===== config.mk =====
export PLATFORM = sky130hd
export DESIGN_NAME = seq_signed_divider
export DESIGN_NICKNAME = d
export VERILOG_FILES = /design/src/rtl/div_pkg.sv /design/src/rtl/div_step.sv /design/src/rtl/seq_signed_divider.sv
export SDC_FILE = /design/constraint.sdc
export NUM_CORES = 1
export LEC_CHECK = 0
export ABC_AREA = 1
export CORE_UTILIZATION = 52
export CTS_BUF_LIST = sky130_fd_sc_hd__clkbuf_8 sky130_fd_sc_hd__clkbuf_16
export CTS_CLUSTER_SIZE = 12
export DETAILED_ROUTE_END_ITERATION = 6
export PLACE_DENSITY = 0.74
export SKIP_CTS_REPAIR_TIMING = 1
export SLEW_MARGIN = 20
export SYNTH_ARGS = -nofsm -noshare
export SYNTH_HDL_FRONTEND = slang
export SYNTH_SLANG_ARGS = --single-unit

===== constraint.sdc =====
create_clock -name clk -period 2.5 [get_ports clk]
set_input_delay 0.5 -clock clk [delete_from_list [all_inputs] [get_ports clk]]
set_output_delay 0.5 -clock clk [all_outputs]
set_load 0.01 [all_outputs]

===== src/rtl/div_pkg.sv =====
// Shared types and helpers for the sequential signed divider.
package div_pkg;

    localparam int DIV_N = 11;

    typedef enum logic [2:0] {
        IDLE,
        PREP,
        CALC,
        FIX,
        DONE
    } div_state_e;

    // One extra bit so the most-negative value has a representable magnitude.
    function automatic logic [2*DIV_N:0] dvd_mag(input logic [2*DIV_N-1:0] v);
        logic [2*DIV_N:0] x;
        x = {v[2*DIV_N-1], v};
        return x[2*DIV_N] ? -x : x;
    endfunction

    function automatic logic [DIV_N:0] dvs_mag(input logic [DIV_N-1:0] v);
        logic [DIV_N:0] x;
        x = {v[DIV_N-1], v};
        return x[DIV_N] ? -x : x;
    endfunction

endpackage


===== src/rtl/div_step.sv =====
// One combinational restoring-division iteration.
module div_step
    import div_pkg::*;
#(
    parameter int N = DIV_N
) (
    input  logic [N-1:0] rem_i,
    input  logic         bit_i,
    input  logic [N-1:0] dvs_i,
    output logic [N-1:0] rem_o,
    output logic         q_o
);

    logic [N:0] trial;
    logic [N:0] diff;

    always_comb begin
        trial = {rem_i, bit_i};
        diff  = trial - {1'b0, dvs_i};
        q_o   = ~diff[N];
        rem_o = q_o ? diff[N-1:0] : trial[N-1:0];
    end

endmodule


===== src/rtl/seq_signed_divider.sv =====
// Sequential signed restoring divider, one quotient bit per cycle.
module seq_signed_divider
    import div_pkg::*;
#(
    parameter int N = DIV_N
) (
    input  logic           clk,
    input  logic           rst_n,
    input  logic           in_valid,
    output logic           in_ready,
    input  logic [2*N-1:0] dividend,
    input  logic [N-1:0]   divisor,
    output logic           out_valid,
    input  logic           out_ready,
    output logic [N-1:0]   quotient,
    output logic [N-1:0]   remainder,
    output logic           div_by_zero,
    output logic           overflow
);

    localparam int CW = $clog2(N);
    localparam logic [N-1:0] HALF = {1'b1, {(N-1){1'b0}}};

    div_state_e     state_q, state_d;
    logic [2*N-1:0] dvd_q, dvd_d;
    logic [N-1:0]   dvs_q, dvs_d;
    logic           sd_q, sd_d;
    logic           sv_q, sv_d;
    logic [N-1:0]   rem_q, rem_d;
    logic [N-1:0]   sh_q, sh_d;
    logic [CW-1:0]  cnt_q, cnt_d;
    logic [N-1:0]   quot_q, quot_d;
    logic [N-1:0]   remd_q, remd_d;
    logic           dbz_q, dbz_d;
    logic           ovf_q, ovf_d;

    logic [2*N:0]   dvd_m;
    logic [N:0]     dvs_m;
    logic [N-1:0]   step_rem;
    logic           step_q;
    logic           neg;

    assign dvd_m = dvd_mag(dvd_q);
    assign dvs_m = dvs_mag(dvs_q);

    div_step #(.N(N)) u_step (
        .rem_i (rem_q),
        .bit_i (sh_q[N-1]),
        .dvs_i (dvs_q),
        .rem_o (step_rem),
        .q_o   (step_q)
    );

    always_comb begin
        state_d = state_q;
        dvd_d   = dvd_q;
        dvs_d   = dvs_q;
        sd_d    = sd_q;
        sv_d    = sv_q;
        rem_d   = rem_q;
        sh_d    = sh_q;
        cnt_d   = cnt_q;
        quot_d  = quot_q;
        remd_d  = remd_q;
        dbz_d   = dbz_q;
        ovf_d   = ovf_q;
        neg     = sd_q ^ sv_q;

        unique case (state_q)
            IDLE: begin
                if (in_valid) begin
                    dvd_d   = dividend;
                    dvs_d   = divisor;
                    sd_d    = dividend[2*N-1];
                    sv_d    = divisor[N-1];
                    quot_d  = '0;
                    remd_d  = '0;
                    dbz_d   = 1'b0;
                    ovf_d   = 1'b0;
                    state_d = PREP;
                end
            end
            PREP: begin
                if (dvs_q == '0) begin
                    dbz_d   = 1'b1;
                    state_d = DONE;
                end else if (dvd_m[2*N:N] >= dvs_m) begin
                    ovf_d   = 1'b1;
                    state_d = DONE;
                end else begin
                    rem_d   = dvd_m[2*N-1:N];
                    sh_d    = dvd_m[N-1:0];
                    dvs_d   = dvs_m[N-1:0];
                    cnt_d   = CW'(N-1);
                    state_d = CALC;
                end
            end
            CALC: begin
                // Dividend bits leave the top of sh while quotient bits enter below.
                rem_d = step_rem;
                sh_d  = {sh_q[N-2:0], step_q};
                cnt_d = cnt_q - CW'(1);
                if (cnt_q == '0) begin
                    state_d = FIX;
                end
            end
            FIX: begin
                if (neg ? (sh_q > HALF) : (sh_q >= HALF)) begin
                    ovf_d = 1'b1;
                end else begin
                    quot_d = neg ? -sh_q : sh_q;
                    remd_d = sd_q ? -rem_q : rem_q;
                end
                state_d = DONE;
            end
            DONE: begin
                if (out_ready) begin
                    state_d = IDLE;
                end
            end
            default: state_d = IDLE;
        endcase
    end

    always_ff @(posedge clk) begin
        if (!rst_n) begin
            state_q <= IDLE;
            dvd_q   <= '0;
            dvs_q   <= '0;
            sd_q    <= 1'b0;
            sv_q    <= 1'b0;
            rem_q   <= '0;
            sh_q    <= '0;
            cnt_q   <= '0;
            quot_q  <= '0;
            remd_q  <= '0;
            dbz_q   <= 1'b0;
            ovf_q   <= 1'b0;
        end else begin
            state_q <= state_d;
            dvd_q   <= dvd_d;
            dvs_q   <= dvs_d;
            sd_q    <= sd_d;
            sv_q    <= sv_d;
            rem_q   <= rem_d;
            sh_q    <= sh_d;
            cnt_q   <= cnt_d;
            quot_q  <= quot_d;
            remd_q  <= remd_d;
            dbz_q   <= dbz_d;
            ovf_q   <= ovf_d;
        end
    end

    assign in_ready    = (state_q == IDLE);
    assign out_valid   = (state_q == DONE);
    assign quotient    = quot_q;
    assign remainder   = remd_q;
    assign div_by_zero = dbz_q;
    assign overflow    = ovf_q;

endmodule


==> out/metrics.csv <==
stage,metric,value,unit
synth,async_flop_share,0,%
drt,drt_iter0_markers,460,
timing,fin_ws,-0.406,ns
clocking,clk_latency,0.35,ns
cells_and_area,drive_above_1_share,20.9,%
cells_and_area,final_common_cell,nand2_1,
global_route,antenna_found_initial,0,
cells_and_area,final_cell_mix,"175 x nand2_1, 105 x inv_1, 98 x nor2_1",
drt,drc,0,
synth,synthSimpleGateAreaFrac,32.2,%
global_route,grt_pass1_wl,26700,um
placement,hpwlAfterDp,12300,um
synth,synthCells,921,
synth,ys_top_cells_by_area,"dfxtp_1 29%, nand2_1 12%, nor2_1 6.9%",
setup_path,crit_path_max_incr_delay,0.34,ns
drt,finalWirelength,17200,um
clocking,clk_pin_slew,0.07,ns
setup_path,critical_path_class,flip-flop to flip-flop,
cells_and_area,post-route-util,72.8,%
global_route,grt_pass1_vias,5620,
synth,synth_top_area_share,29.2,%
drt,wl_per_cell,14.3,um
hold_path,min_path_type,flip-flop to flip-flop,
cells_and_area,final_cells,1205,
setup_path,arrival,3.15,ns
synth,synthMuxAreaShare,0.168,%
synth,synth_top_family_by_area,simple AND/OR/NAND/NOR gates,
clocking,clockRootBuffer,clkbuf_16,
setup_path,crit_required,2.74,ns
synth,synth_compound_area_share,17.4,%
outcome,run_status,finished with violations,
drt,first_pass_iters,5,
timing,max_slew_margin,53.3,%
clocking,cts_tree,done,
job,drv_cap,0,
synth,synth_xor_area_share,3.68,%
power,powerDensity,1470,nW/um2
synth,synth_fa_ha_area_share,6.43,%
timing,max_freq,344,MHz
timing,hold_slack,0.475,ns
synth,synth.yosys.seq_area_share,29.2,%
cells_and_area,fillers,866,
placement,numPortBuffers,62,
synth,synth.distinct_cells,44,
synth,synth_edf_count,0,
timing,setup_viol,40,
cells_and_area,syn2layout_area_growth,34.2,%
synth,syn_nets,988,
die,io_pins,63,
synth,ys_seq_elements,87,
drt,vias,6504,
global_route,grt-ovfl-total,0,
drt,final_antenna_net_count,0,
setup_path,cp_cell_sequence,inv_4 > ha_4 > inv_4 > nor3_4 > nand3_4 > nand2_4 > nand3_2 > nand2_2 > nand2_2 > ha_4 > nand2_2 > nand2_2 > nand2_2 > nand2_2 > a21oi_4 > nand4_4 > buf_12 > nand2_8 > clkinvlp_4 > nor2_1 > nor2_1,
clocking,htreeDepth,3,
die,dieArea,11900,um2
power,ir_worst_vdd,0.000918,V
clocking,clock-sinks,87,
setup_path,crit_top_cell,nand2_2,
cells_and_area,antenna_cells,0,
cells_and_area,multiInputGateArea,3900,um2
placement,placed_cells,1176,
setup_path,critPathCaptureType,flip-flop,
timing,grt_setup_unrepaired,true,
timing,tightestPinTransition,0.700,ns
clocking,clk_path_buf_depth,2,
timing,final-hold-violation-count,0,
setup_path,cp-start-kind,flip-flop,
placement,gp_congestion,0.928,
outcome,violations,setup timing,
drt,viasPerCell,5.40,
setup_path,critPathMaxFanout,6,
synth,avgSynthCellArea,6.47,um2
die,die_width,109,um
timing,final.min_clock_period,2.91,ns
cells_and_area,nets,1127,
timing,fin_crit_sh,116,%
die,initial_core_util,54.2,%
timing,drv_slew,0,
cells_and_area,seq_area,1750,um2
die,row_count,38,
synth,yosys_warnings,0,
global_route,grt_max_degree,70,
die,core,11000,um2
timing,skew,0.0104,ns
global_route,grt_usage,28.7,%
synth,netlist_area,5950,um2
setup_path,slowest_stage,dfxtp_2,
power,power_leakage,3.60,nW
die,die_h,109,um
clocking,cts_made_buffers,9,
synth,synth_top_area_cell,dfxtp_1,
timing,fin_tns_setup,-11.39,ns
synth,synth_ff_type,dfxtp_1,
routing by layer:
layer  part of all wire (%)  GRT usage (%)
met2                     45           44.1
met1                     47           40.9
met4                    2.0           9.27
met5                      0              0
met3                    6.3           4.30
worst max-delay path, delay by kind of cell (launching register included):
family | cells | cell delay (ns)
buffers and inverters | 4 | 0.44
DFF | 1 | 0.34
and+or+nand+nor | 14 | 1.43
AOI/OAI and AO/OA | 1 | 0.21
adders and majority gates | 2 | 0.37
final cells by class:
cell class                      count  share of cell area (%)
Tap cell                          140                    2.19
Timing Repair Buffer              161                    18.0
Inverter                          120                    5.78
Sequential cell                    87                    21.9
Clock buffer                       10                    2.99
Clock inverter                      6                   0.470
Multi-Input combinational cell    681                    48.7
metrics by stage:
stage	power [mW]	cell area (um2)	setup WS, ns
after detailed placement	9.30	7270	-0.425
after global routing	12.8	7990	-0.583
after global placement	9.19	7270	-0.429
after floorplan	6.98	5990	-0.0145
after CTS	10.6	7550	-0.478
final	11.8	7990	-0.406
cell families after synthesis:
| group | count (synthesis) |
|---|---|
| and+or+nand+nor | 434 |
| AOI/OAI and AO/OA | 187 |
| buffers and inverters | 155 |
| DFF | 87 |
| adders and majority gates | 30 |
| xor gates and xnor gates | 25 |
| other | 2 |
| muxes | 1 |
path summary, 6_finish.rpt:
check	startpoint	to	slack, ns	cells past startpoint
setup / recovery	dvd_q[0]	dvs_q[8]	-0.41	21
hold reg to reg	cnt_q[0]	cnt_q[0]	0.47	2
hold / removal	cnt_q[0]	cnt_q[0]	0.47	2
setup reg to reg	dvd_q[0]	dvs_q[8]	-0.41	21
Yosys cell counts (2+ instances only):
library cell / number
nand2_2: 4
o21ai_1: 17
buf_2: 11
nand4_1: 14
nand4_2: 2
inv_2: 11
xor2_1: 20
nand3_1: 81
nor2_2: 2
dfxtp_1: 87
buf_4: 2
nor3_1: 8
xnor2_1: 5
nand3b_1: 3
o211ai_2: 4
clkbuf_1: 16
a21oi_1: 68
inv_1: 108
o211ai_1: 11
nand3_2: 3
nor2_1: 110
nand2_1: 196
buf_6: 5
o21bai_1: 2
a31oi_1: 2
a21oi_2: 3
nor2_4: 5
ha_1: 29
conb_1: 2
o21ai_0: 76
power by group:
| part | leakage [nW] | total, mW | switching [mW] | internal, mW |
|---|---|---|---|---|
| clock | 0.141 | 1.28 | 0.587 | 0.698 |
| combinational | 2.74 | 8.23 | 4.79 | 3.44 |
| sequential | 0.717 | 2.26 | 0.402 | 1.85 |
flip-flops by register name, indices dropped and copies added (netlist names):
signal,count
overflow,1
sv_q,1
state_q,3
sh_q,11
rem_q,11
div_by_zero,1
dvs_q,11
remainder,11
quotient,11
cnt_q,4
dvd_q,22
Power figures use the tool's default switching activity.
